File: src/rtl/uartio_pkg.sv
// uartio_pkg: shared constants and types for the uartio serial port.
//   - register address map
//   - STATUS / CTRL bit indices
//   - FSM state enum shared by the TX and RX engines
//   - oversampling constants
package uartio_pkg;

    localparam logic [2:0] ADDR_DATA   = 3'd0;
    localparam logic [2:0] ADDR_STATUS = 3'd1;
    localparam logic [2:0] ADDR_CTRL   = 3'd2;
    localparam logic [2:0] ADDR_DIVLO  = 3'd3;
    localparam logic [2:0] ADDR_DIVHI  = 3'd4;
    localparam logic [2:0] ADDR_RXCNT  = 3'd5;

    localparam int unsigned ST_RXAV   = 0;
    localparam int unsigned ST_THRE   = 1;
    localparam int unsigned ST_TXIDLE = 2;
    localparam int unsigned ST_OVR    = 3;
    localparam int unsigned ST_FERR   = 4;
    localparam int unsigned ST_IRQ    = 7;

    localparam int unsigned CT_RXIE = 0;
    localparam int unsigned CT_TXIE = 1;
    localparam int unsigned CT_LOOP = 2;

    localparam int unsigned OVERSAMPLE = 16;
    localparam int unsigned MID_SAMPLE = 8;
    localparam int unsigned DATA_BITS  = 8;

    typedef enum logic [1:0] {
        StIdle,
        StStart,
        StData,
        StStop
    } uart_state_e;

endpackage

File: src/rtl/uartio_fifo.sv
// uartio_fifo: synchronous receive FIFO.
//   clk, rst (async, active-low)
//   i_push/i_data : write an entry (ignored when full unless popping in the same cycle)
//   i_pop         : drop the head entry (ignored when empty)
//   o_data        : head entry
//   o_full/o_empty/o_count : occupancy, o_count in 0..FIFO_DEPTH
module uartio_fifo #(
    parameter int unsigned FIFO_DEPTH = 8,
    localparam int unsigned AW = $clog2(FIFO_DEPTH),
    localparam int unsigned CW = AW + 1
) (
    input  logic          clk,
    input  logic          rst,
    input  logic          i_push,
    input  logic          i_pop,
    input  logic [7:0]    i_data,
    output logic [7:0]    o_data,
    output logic          o_full,
    output logic          o_empty,
    output logic [CW-1:0] o_count
);

    logic [7:0]    r_mem [FIFO_DEPTH];
    logic [AW-1:0] r_wptr;
    logic [AW-1:0] r_rptr;
    logic [CW-1:0] r_count;
    logic          w_do_push;
    logic          w_do_pop;

    assign o_full    = (r_count == CW'(FIFO_DEPTH));
    assign o_empty   = (r_count == '0);
    assign o_count   = r_count;
    assign o_data    = r_mem[r_rptr];
    // A pop frees the slot the same cycle, so a full FIFO still accepts a concurrent push.
    assign w_do_pop  = i_pop & ~o_empty;
    assign w_do_push = i_push & (~o_full | i_pop);

    always_ff @(posedge clk) begin
        if (w_do_push) begin
            r_mem[r_wptr] <= i_data;
        end
    end

    always_ff @(posedge clk or negedge rst) begin
        if (!rst) begin
            r_wptr  <= '0;
            r_rptr  <= '0;
            r_count <= '0;
        end else begin
            if (w_do_push) r_wptr <= r_wptr + AW'(1);
            if (w_do_pop)  r_rptr <= r_rptr + AW'(1);
            if (w_do_push && !w_do_pop)      r_count <= r_count + CW'(1);
            else if (!w_do_push && w_do_pop) r_count <= r_count - CW'(1);
        end
    end

endmodule

File: src/rtl/uartio.sv
// uartio: bus-attached 8N1 UART with 16x oversampling baud generator and RX FIFO.
//   clk, rst (async, active-low)
//   AD/DI/DO/rw/cs : register bus (DO is combinational from AD)
//   irq            : registered level interrupt
//   rxd / txd      : serial in (asynchronous, idle high) / serial out (idle high)
// Optional feature: define UARTIO_LOOPBACK_EN to implement CTRL.LOOP (TX line feeds RX,
// txd held high). Without it CTRL bit 2 reads 0 and no loopback mux exists.
module uartio
    import uartio_pkg::*;
#(
    parameter logic [15:0] DEFAULT_DIV = 16'd0,
    parameter int unsigned FIFO_DEPTH  = 8
) (
    input  logic       clk,
    input  logic       rst,
    input  logic [2:0] AD,
    input  logic [7:0] DI,
    output logic [7:0] DO,
    input  logic       rw,
    input  logic       cs,
    output logic       irq,
    input  logic       rxd,
    output logic       txd
);

    localparam int unsigned CNT_W     = $clog2(FIFO_DEPTH) + 1;
    localparam logic [3:0]  LAST_TICK = 4'(OVERSAMPLE - 1);
    localparam logic [3:0]  MID_TICK  = 4'(MID_SAMPLE - 1);
    localparam logic [2:0]  LAST_BIT  = 3'(DATA_BITS - 1);

    logic [15:0] r_div, r_tick_cnt;
    logic [1:0]  r_ie;
    logic [7:0]  r_thr, r_tx_shift, r_rx_shift;
    logic        r_thr_full, r_rxd_s1, r_rxd_s2, r_rx_armed, r_ovr, r_ferr, r_irq;
    logic [3:0]  r_tx_tcnt, r_rx_tcnt;
    logic [2:0]  r_tx_bit, r_rx_bit;
    uart_state_e r_tx_state, w_tx_state_next, r_rx_state, w_rx_state_next;

    logic             w_wr, w_pop, w_tick, w_tx_load, w_tx_line, w_rx_src, w_rx;
    logic             w_rx_sample, w_rx_push, w_rx_ferr, w_full, w_empty, w_loop;
    logic [7:0]       w_fifo_data, w_status;
    logic [CNT_W-1:0] w_count;

    assign w_wr  = cs & ~rw;
    assign w_pop = cs & rw & (AD == ADDR_DATA);

`ifdef UARTIO_LOOPBACK_EN
    logic r_loop;
    always_ff @(posedge clk or negedge rst) begin
        if (!rst)                          r_loop <= 1'b0;
        else if (w_wr && AD == ADDR_CTRL) r_loop <= DI[CT_LOOP];
    end
    assign w_loop   = r_loop;
    assign w_rx_src = r_loop ? w_tx_line : rxd;
    assign txd      = r_loop | w_tx_line;
`else
    assign w_loop   = 1'b0;
    assign w_rx_src = rxd;
    assign txd      = w_tx_line;
`endif

    // Baud tick: a divisor write restarts the count from the new divisor.
    assign w_tick = (r_tick_cnt == 16'd0);
    always_ff @(posedge clk or negedge rst) begin
        if (!rst) begin
            r_div      <= DEFAULT_DIV;
            r_tick_cnt <= DEFAULT_DIV;
        end else if (w_wr && AD == ADDR_DIVLO) begin
            r_div[7:0] <= DI;
            r_tick_cnt <= {r_div[15:8], DI};
        end else if (w_wr && AD == ADDR_DIVHI) begin
            r_div[15:8] <= DI;
            r_tick_cnt  <= {DI, r_div[7:0]};
        end else if (w_tick) begin
            r_tick_cnt <= r_div;
        end else begin
            r_tick_cnt <= r_tick_cnt - 16'd1;
        end
    end

    // ---------------- TX engine ----------------
    assign w_tx_load = (r_tx_state == StIdle) & w_tick & r_thr_full;

    always_ff @(posedge clk or negedge rst) begin
        if (!rst) r_tx_state <= StIdle;
        else      r_tx_state <= w_tx_state_next;
    end

    always_comb begin
        w_tx_state_next = r_tx_state;
        unique case (r_tx_state)
            StIdle:  if (w_tx_load) w_tx_state_next = StStart;
            StStart: if (w_tick && r_tx_tcnt == LAST_TICK) w_tx_state_next = StData;
            StData:  if (w_tick && r_tx_tcnt == LAST_TICK && r_tx_bit == LAST_BIT)
                         w_tx_state_next = StStop;
            StStop:  if (w_tick && r_tx_tcnt == LAST_TICK) w_tx_state_next = StIdle;
        endcase
    end

    always_comb begin
        w_tx_line = 1'b1;
        unique case (r_tx_state)
            StIdle:  w_tx_line = 1'b1;
            StStart: w_tx_line = 1'b0;
            StData:  w_tx_line = r_tx_shift[0];
            StStop:  w_tx_line = 1'b1;
        endcase
    end

    // Tick and bit counters wrap naturally, so they are back at 0 on every state change.
    always_ff @(posedge clk or negedge rst) begin
        if (!rst) begin
            r_thr      <= 8'h00;
            r_thr_full <= 1'b0;
            r_tx_shift <= 8'h00;
            r_tx_tcnt  <= 4'd0;
            r_tx_bit   <= 3'd0;
        end else begin
            if (w_tx_load) begin
                r_tx_shift <= r_thr;
                r_thr_full <= 1'b0;
            end else if (w_tick && r_tx_state != StIdle) begin
                r_tx_tcnt <= r_tx_tcnt + 4'd1;
                if (r_tx_state == StData && r_tx_tcnt == LAST_TICK) begin
                    r_tx_shift <= {1'b0, r_tx_shift[7:1]};
                    r_tx_bit   <= r_tx_bit + 3'd1;
                end
            end
            // Writes while the holding register is full are silently dropped.
            if (w_wr && AD == ADDR_DATA && !r_thr_full) begin
                r_thr      <= DI;
                r_thr_full <= 1'b1;
            end
        end
    end

    // ---------------- RX engine ----------------
    always_ff @(posedge clk or negedge rst) begin
        if (!rst) begin
            r_rxd_s1 <= 1'b1;
            r_rxd_s2 <= 1'b1;
        end else begin
            r_rxd_s1 <= w_rx_src;
            r_rxd_s2 <= r_rxd_s1;
        end
    end
    assign w_rx = r_rxd_s2;

    assign w_rx_sample = w_tick & (r_rx_tcnt == LAST_TICK) &
                         ((r_rx_state == StData) | (r_rx_state == StStop));

    always_ff @(posedge clk or negedge rst) begin
        if (!rst) r_rx_state <= StIdle;
        else      r_rx_state <= w_rx_state_next;
    end

    always_comb begin
        w_rx_state_next = r_rx_state;
        unique case (r_rx_state)
            StIdle:  if (w_tick && !w_rx && r_rx_armed) w_rx_state_next = StStart;
            // Mid-start check: still low means a real start bit, high means a glitch.
            StStart: if (w_tick && r_rx_tcnt == MID_TICK)
                         w_rx_state_next = w_rx ? StIdle : StData;
            StData:  if (w_rx_sample && r_rx_bit == LAST_BIT) w_rx_state_next = StStop;
            StStop:  if (w_rx_sample) w_rx_state_next = StIdle;
        endcase
    end

    always_comb begin
        w_rx_push = 1'b0;
        w_rx_ferr = 1'b0;
        if (r_rx_state == StStop && w_rx_sample) begin
            w_rx_push = w_rx;
            w_rx_ferr = ~w_rx;
        end
    end

    always_ff @(posedge clk or negedge rst) begin
        if (!rst) begin
            r_rx_tcnt  <= 4'd0;
            r_rx_bit   <= 3'd0;
            r_rx_shift <= 8'h00;
            r_rx_armed <= 1'b1;
        end else begin
            unique case (r_rx_state)
                StIdle: begin
                    r_rx_tcnt <= 4'd0;
                    r_rx_bit  <= 3'd0;
                    if (w_rx) r_rx_armed <= 1'b1;
                end
                StStart: if (w_tick) begin
                    r_rx_tcnt <= (r_rx_tcnt == MID_TICK) ? 4'd0 : r_rx_tcnt + 4'd1;
                end
                StData: begin
                    if (w_tick) r_rx_tcnt <= r_rx_tcnt + 4'd1;
                    if (w_rx_sample) begin
                        r_rx_shift <= {w_rx, r_rx_shift[7:1]};
                        r_rx_bit   <= r_rx_bit + 3'd1;
                    end
                end
                StStop: begin
                    if (w_tick) r_rx_tcnt <= r_rx_tcnt + 4'd1;
                    // After a framing error, wait for the line to return high.
                    if (w_rx_ferr) r_rx_armed <= 1'b0;
                end
            endcase
        end
    end

    uartio_fifo #(
        .FIFO_DEPTH(FIFO_DEPTH)
    ) u_fifo (
        .clk    (clk),
        .rst    (rst),
        .i_push (w_rx_push),
        .i_pop  (w_pop),
        .i_data (r_rx_shift),
        .o_data (w_fifo_data),
        .o_full (w_full),
        .o_empty(w_empty),
        .o_count(w_count)
    );

    // ---------------- control / status ----------------
    always_ff @(posedge clk or negedge rst) begin
        if (!rst) begin
            r_ie   <= 2'b00;
            r_ovr  <= 1'b0;
            r_ferr <= 1'b0;
            r_irq  <= 1'b0;
        end else begin
            if (w_wr && AD == ADDR_CTRL) r_ie <= DI[1:0];
            if (w_wr && AD == ADDR_STATUS) begin
                r_ovr  <= 1'b0;
                r_ferr <= 1'b0;
            end
            // A concurrent pop makes room, so only a push into a full FIFO without pop overflows.
            if (w_rx_push && w_full && !w_pop) r_ovr <= 1'b1;
            if (w_rx_ferr) r_ferr <= 1'b1;
            r_irq <= (r_ie[CT_RXIE] & (~w_empty | r_ovr | r_ferr)) |
                     (r_ie[CT_TXIE] & ~r_thr_full);
        end
    end
    assign irq = r_irq;

    always_comb begin
        w_status            = 8'h00;
        w_status[ST_RXAV]   = ~w_empty;
        w_status[ST_THRE]   = ~r_thr_full;
        w_status[ST_TXIDLE] = ~r_thr_full & (r_tx_state == StIdle);
        w_status[ST_OVR]    = r_ovr;
        w_status[ST_FERR]   = r_ferr;
        w_status[ST_IRQ]    = r_irq;
    end

    always_comb begin
        DO = 8'h00;
        case (AD)
            ADDR_DATA:   DO = w_empty ? 8'h00 : w_fifo_data;
            ADDR_STATUS: DO = w_status;
            ADDR_CTRL:   DO = {5'b00000, w_loop, r_ie};
            ADDR_DIVLO:  DO = r_div[7:0];
            ADDR_DIVHI:  DO = r_div[15:8];
            ADDR_RXCNT:  DO = 8'(w_count);
            default:     DO = 8'h00;
        endcase
    end

endmodule

File: config.mk
export PLATFORM = sky130hd
export DESIGN_NAME = uartio
export DESIGN_NICKNAME = d
export VERILOG_FILES = /design/src/rtl/uartio_pkg.sv /design/src/rtl/uartio_fifo.sv /design/src/rtl/uartio.sv
export SDC_FILE = /design/constraint.sdc
export NUM_CORES = 1
export LEC_CHECK = 0
export CORE_UTILIZATION = 59
export DETAILED_ROUTE_END_ITERATION = 7
export PLACE_DENSITY = 0.83
export SKIP_CTS_REPAIR_TIMING = 1
export SYNTH_ARGS = -nofsm -noshare
export SYNTH_HDL_FRONTEND = slang
export SYNTH_SLANG_ARGS = --single-unit
File: constraint.sdc
create_clock -name clk -period 4 [get_ports clk]
set_input_delay 0.4 -clock clk [delete_from_list [all_inputs] [get_ports clk]]
set_output_delay 0.4 -clock clk [all_outputs]
set_load 0.02 [all_outputs]
==> metrics.yaml <==
n_antenna_cell: 0
antenna_found_initial: 0
slew_headroom: 0.2655
ys_dominant_reg_cell: "dfrtp_1"
htreeDepth: 4
ios: 26
drc: 0
vias_per_cell: 6.345
dp_slack_ps: 534.4
place_hpwl_um: 10290
required_ps: 3600
cts_inserted_buffers: 17
final.setup.tns_ps: 0
p_leak_nw: 3.320
detailedRoute.firstPassIterationCount: 6
ys_top_cells_by_area: "dfrtp_1 31%, edfxtp_1 26%, mux4_2 4.9%"
nets: 644
finClkSkew_ps: 6.862
syn_nets: 609
setup_ws_ps: 531.1
startpoint_type: "flip-flop"
yosysMostFrequentCell: "nand2_1"
syn_area_per_cell_sq_um: 12.66
synthToLayoutAreaGrowth_pct: 13.44
synthesis.area_sq_um: 7281
dieHeight_um: 113.1
syn_inst: 575
die-area_sq_um: 12790
rrSetupSlack_ps: 680
drt-total-wl_um: 15610
async_flop_share: 0.5924
min_path_type: "input port to asynchronous set/reset pin"
yosys.area.top_type_share: 0.3093
synth-seq-cells: 157
drtIter0Drc: 430
gp_congestion: 0.9309
initial_core_util: 0.6061
arrival_ps: 3070
drive_gt1_frac: 0.1717
status: "complete, no violations"
min_period_over_period: 0.8672
drv_slew: 0
vias: 4886
yosys-top-cells-count: "96 x nand2_1, 90 x dfrtp_1, 64 x edfxtp_1"
endpoint_kind: "primary output"
synth_area_leader_cell: "dfrtp_1"
cts_buffer_depth: 2
slowest_delay_ps: 870
synth_edf_count: 64
grt_pass1_vias: 4932
grt_overflow: 0
yosysUniqueCellTypes: 61
ys_seq_area_frac: 0.5841
path_cells: "mux4_2 > mux2_2 > o21ai_0 > o31ai_1 > clkdlybuf4s50_1"
fmax_mhz: 288.3
finalSetupViolCount: 0
fillers: 790
finalHoldViolations: 0
power.density_nw_per_um2: 576.2
ant_nets: 0
clock-root-buffer: "clkbuf_16"
core_sq_um: 12010
grt_max_degree: 71
worstPathMaxFanout: 18
ir_drop_mv: 0.3369
critical_path_class: "flip-flop to primary output"
cap_violations: 0
critical-path-slowest-cell: "dfrtp_1"
wl_per_cell_um: 20.27
die_w_um: 113.1
worst_pin_slew_ps: 1099
rsz0062_at_grt: "no"
num_rows: 40
yosys_warnings: 0
clk_latency_ps: 430
grt_pass1_wl_um: 25790
io_buffers: 25
fin_crit_ps: 3469
cts.clk_slew.worst_paths_ps: 60
grt_usage: 0.2707
cts_sinks: 157
cts_tree: "yes"
-- layer usage --
metal / GRT usage / wire length [um] / up-vias / share of wire
met5: 0 / 0 / - / 0
met4: 0.1237 / 432 / 0 / 0.028
met3: 0.05892 / 1173 / 37 / 0.075
met2: 0.4266 / 7608 / 236 / 0.49
met1: 0.3641 / 6397 / 2426 / 0.41
li1: - / - / 2187 / -
-- flip-flops by register name, summed over array words and instances (netlist names), 4 cells and up, named ones only --
| name | count |
|---|---|
| r_rx_tcnt | 4 |
| r_div | 16 |
| u_fifo.o_count | 4 |
| r_tick_cnt | 16 |
| r_tx_tcnt | 4 |
| r_tx_shift | 8 |
| u_fifo.r_mem | 64 |
| r_rx_shift | 8 |
| r_thr | 8 |
-- placed cells by master (no fill, tap or decap), types with 3 or more instances in the layout --
| master | n |
|---|---|
| a21oi_1 | 10 |
| a22oi_1 | 9 |
| buf_4 | 15 |
| clkbuf_16 | 17 |
| clkdlybuf4s50_1 | 24 |
| clkinv_2 | 4 |
| clkinvlp_4 | 6 |
| dfrtp_1 | 90 |
| dfstp_2 | 3 |
| edfxtp_1 | 64 |
| ha_1 | 17 |
| inv_1 | 9 |
| mux2_2 | 28 |
| mux2i_1 | 19 |
| mux4_2 | 16 |
| nand2_1 | 96 |
| nand2b_1 | 5 |
| nand3_1 | 20 |
| nand3b_1 | 4 |
| nand4_1 | 7 |
| nor2_1 | 18 |
| nor2b_1 | 8 |
| nor3_1 | 5 |
| nor3b_1 | 4 |
| o211ai_1 | 7 |
| o21ai_0 | 36 |
| o21ai_1 | 3 |
| o221ai_1 | 4 |
| o31ai_1 | 5 |
| or3_1 | 4 |
| xnor2_1 | 13 |
| xor2_1 | 10 |
-- worst paths after layout --
check / start / endpoint / depth (start not counted)
worst min register to register: r_rxd_s1$_DFF_PN1_ / r_rxd_s2$_DFF_PN1_ / 0
worst max-delay path: u_fifo.r_rptr[1]$_DFFE_PN0P_ / DO[0] / 5
worst min-delay path: rst / r_tx_tcnt[0]$_DFFE_PN0P_ / 1
max in group asynchronous: rst / r_tick_cnt[11]$_DFF_PN0_ / 2
worst max register to register: r_tick_cnt[0]$_DFF_PN0_ / u_fifo.o_count[3]$_DFFE_PN0P_ / 14
min in group clk: r_rxd_s1$_DFF_PN1_ / r_rxd_s2$_DFF_PN1_ / 0
-- power by group --
part	leakage [nW]	switching (W)	internal [W]
registers	1.80	0.000297	0.00185
clock network	0.251	0.000621	0.000862
logic	1.26	0.000556	0.000570
total	3.32	0.00147	0.00329
-- critical path: cells and delay by family (launching register included) --
family / cells / cell delay (ps)
flops: 1 / 870
mux: 2 / 510
buf+inv: 1 / 710
compound gates: 2 / 540
-- cells by family after synthesis --
logic type	synth area share
adder cells (fa/ha/maj)	0.03196
flip-flops	0.5841
multiplexers	0.1225
buffers and inverters	0.01890
XOR/XNOR	0.02767
AND/OR/NAND/NOR	0.1399
AO/OA/AOI/OAI	0.07493
-- area by class of cell --
cell class	instances	area [sq um]	share of cell area
clock inverters	12	98.84	0.01197
clock buffers	20	446.7	0.05408
flip-flops and latches	157	4253	0.5149
well taps	147	183.9	0.02227
multi-input cells	386	2890	0.3499
inverters	9	33.78	0.004090
repair buffers	39	352.8	0.04272
-- metrics by stage --
step,area (sq um),util,cells,hold WS (ps),power [W]
after CTS,8259,0.6876,770,133.4,0.004769
final,8259,0.6876,770,111.6,0.004759
after detailed placement,7714,0.6422,738,347.2,0.003271
after floorplan,7281,-,575,104.4,0.002913
after global routing,8259,0.6876,770,164.6,0.004957
after global placement,7714,0.6422,738,345.6,0.003205
Note: power is estimated with default switching activity, not from simulation.
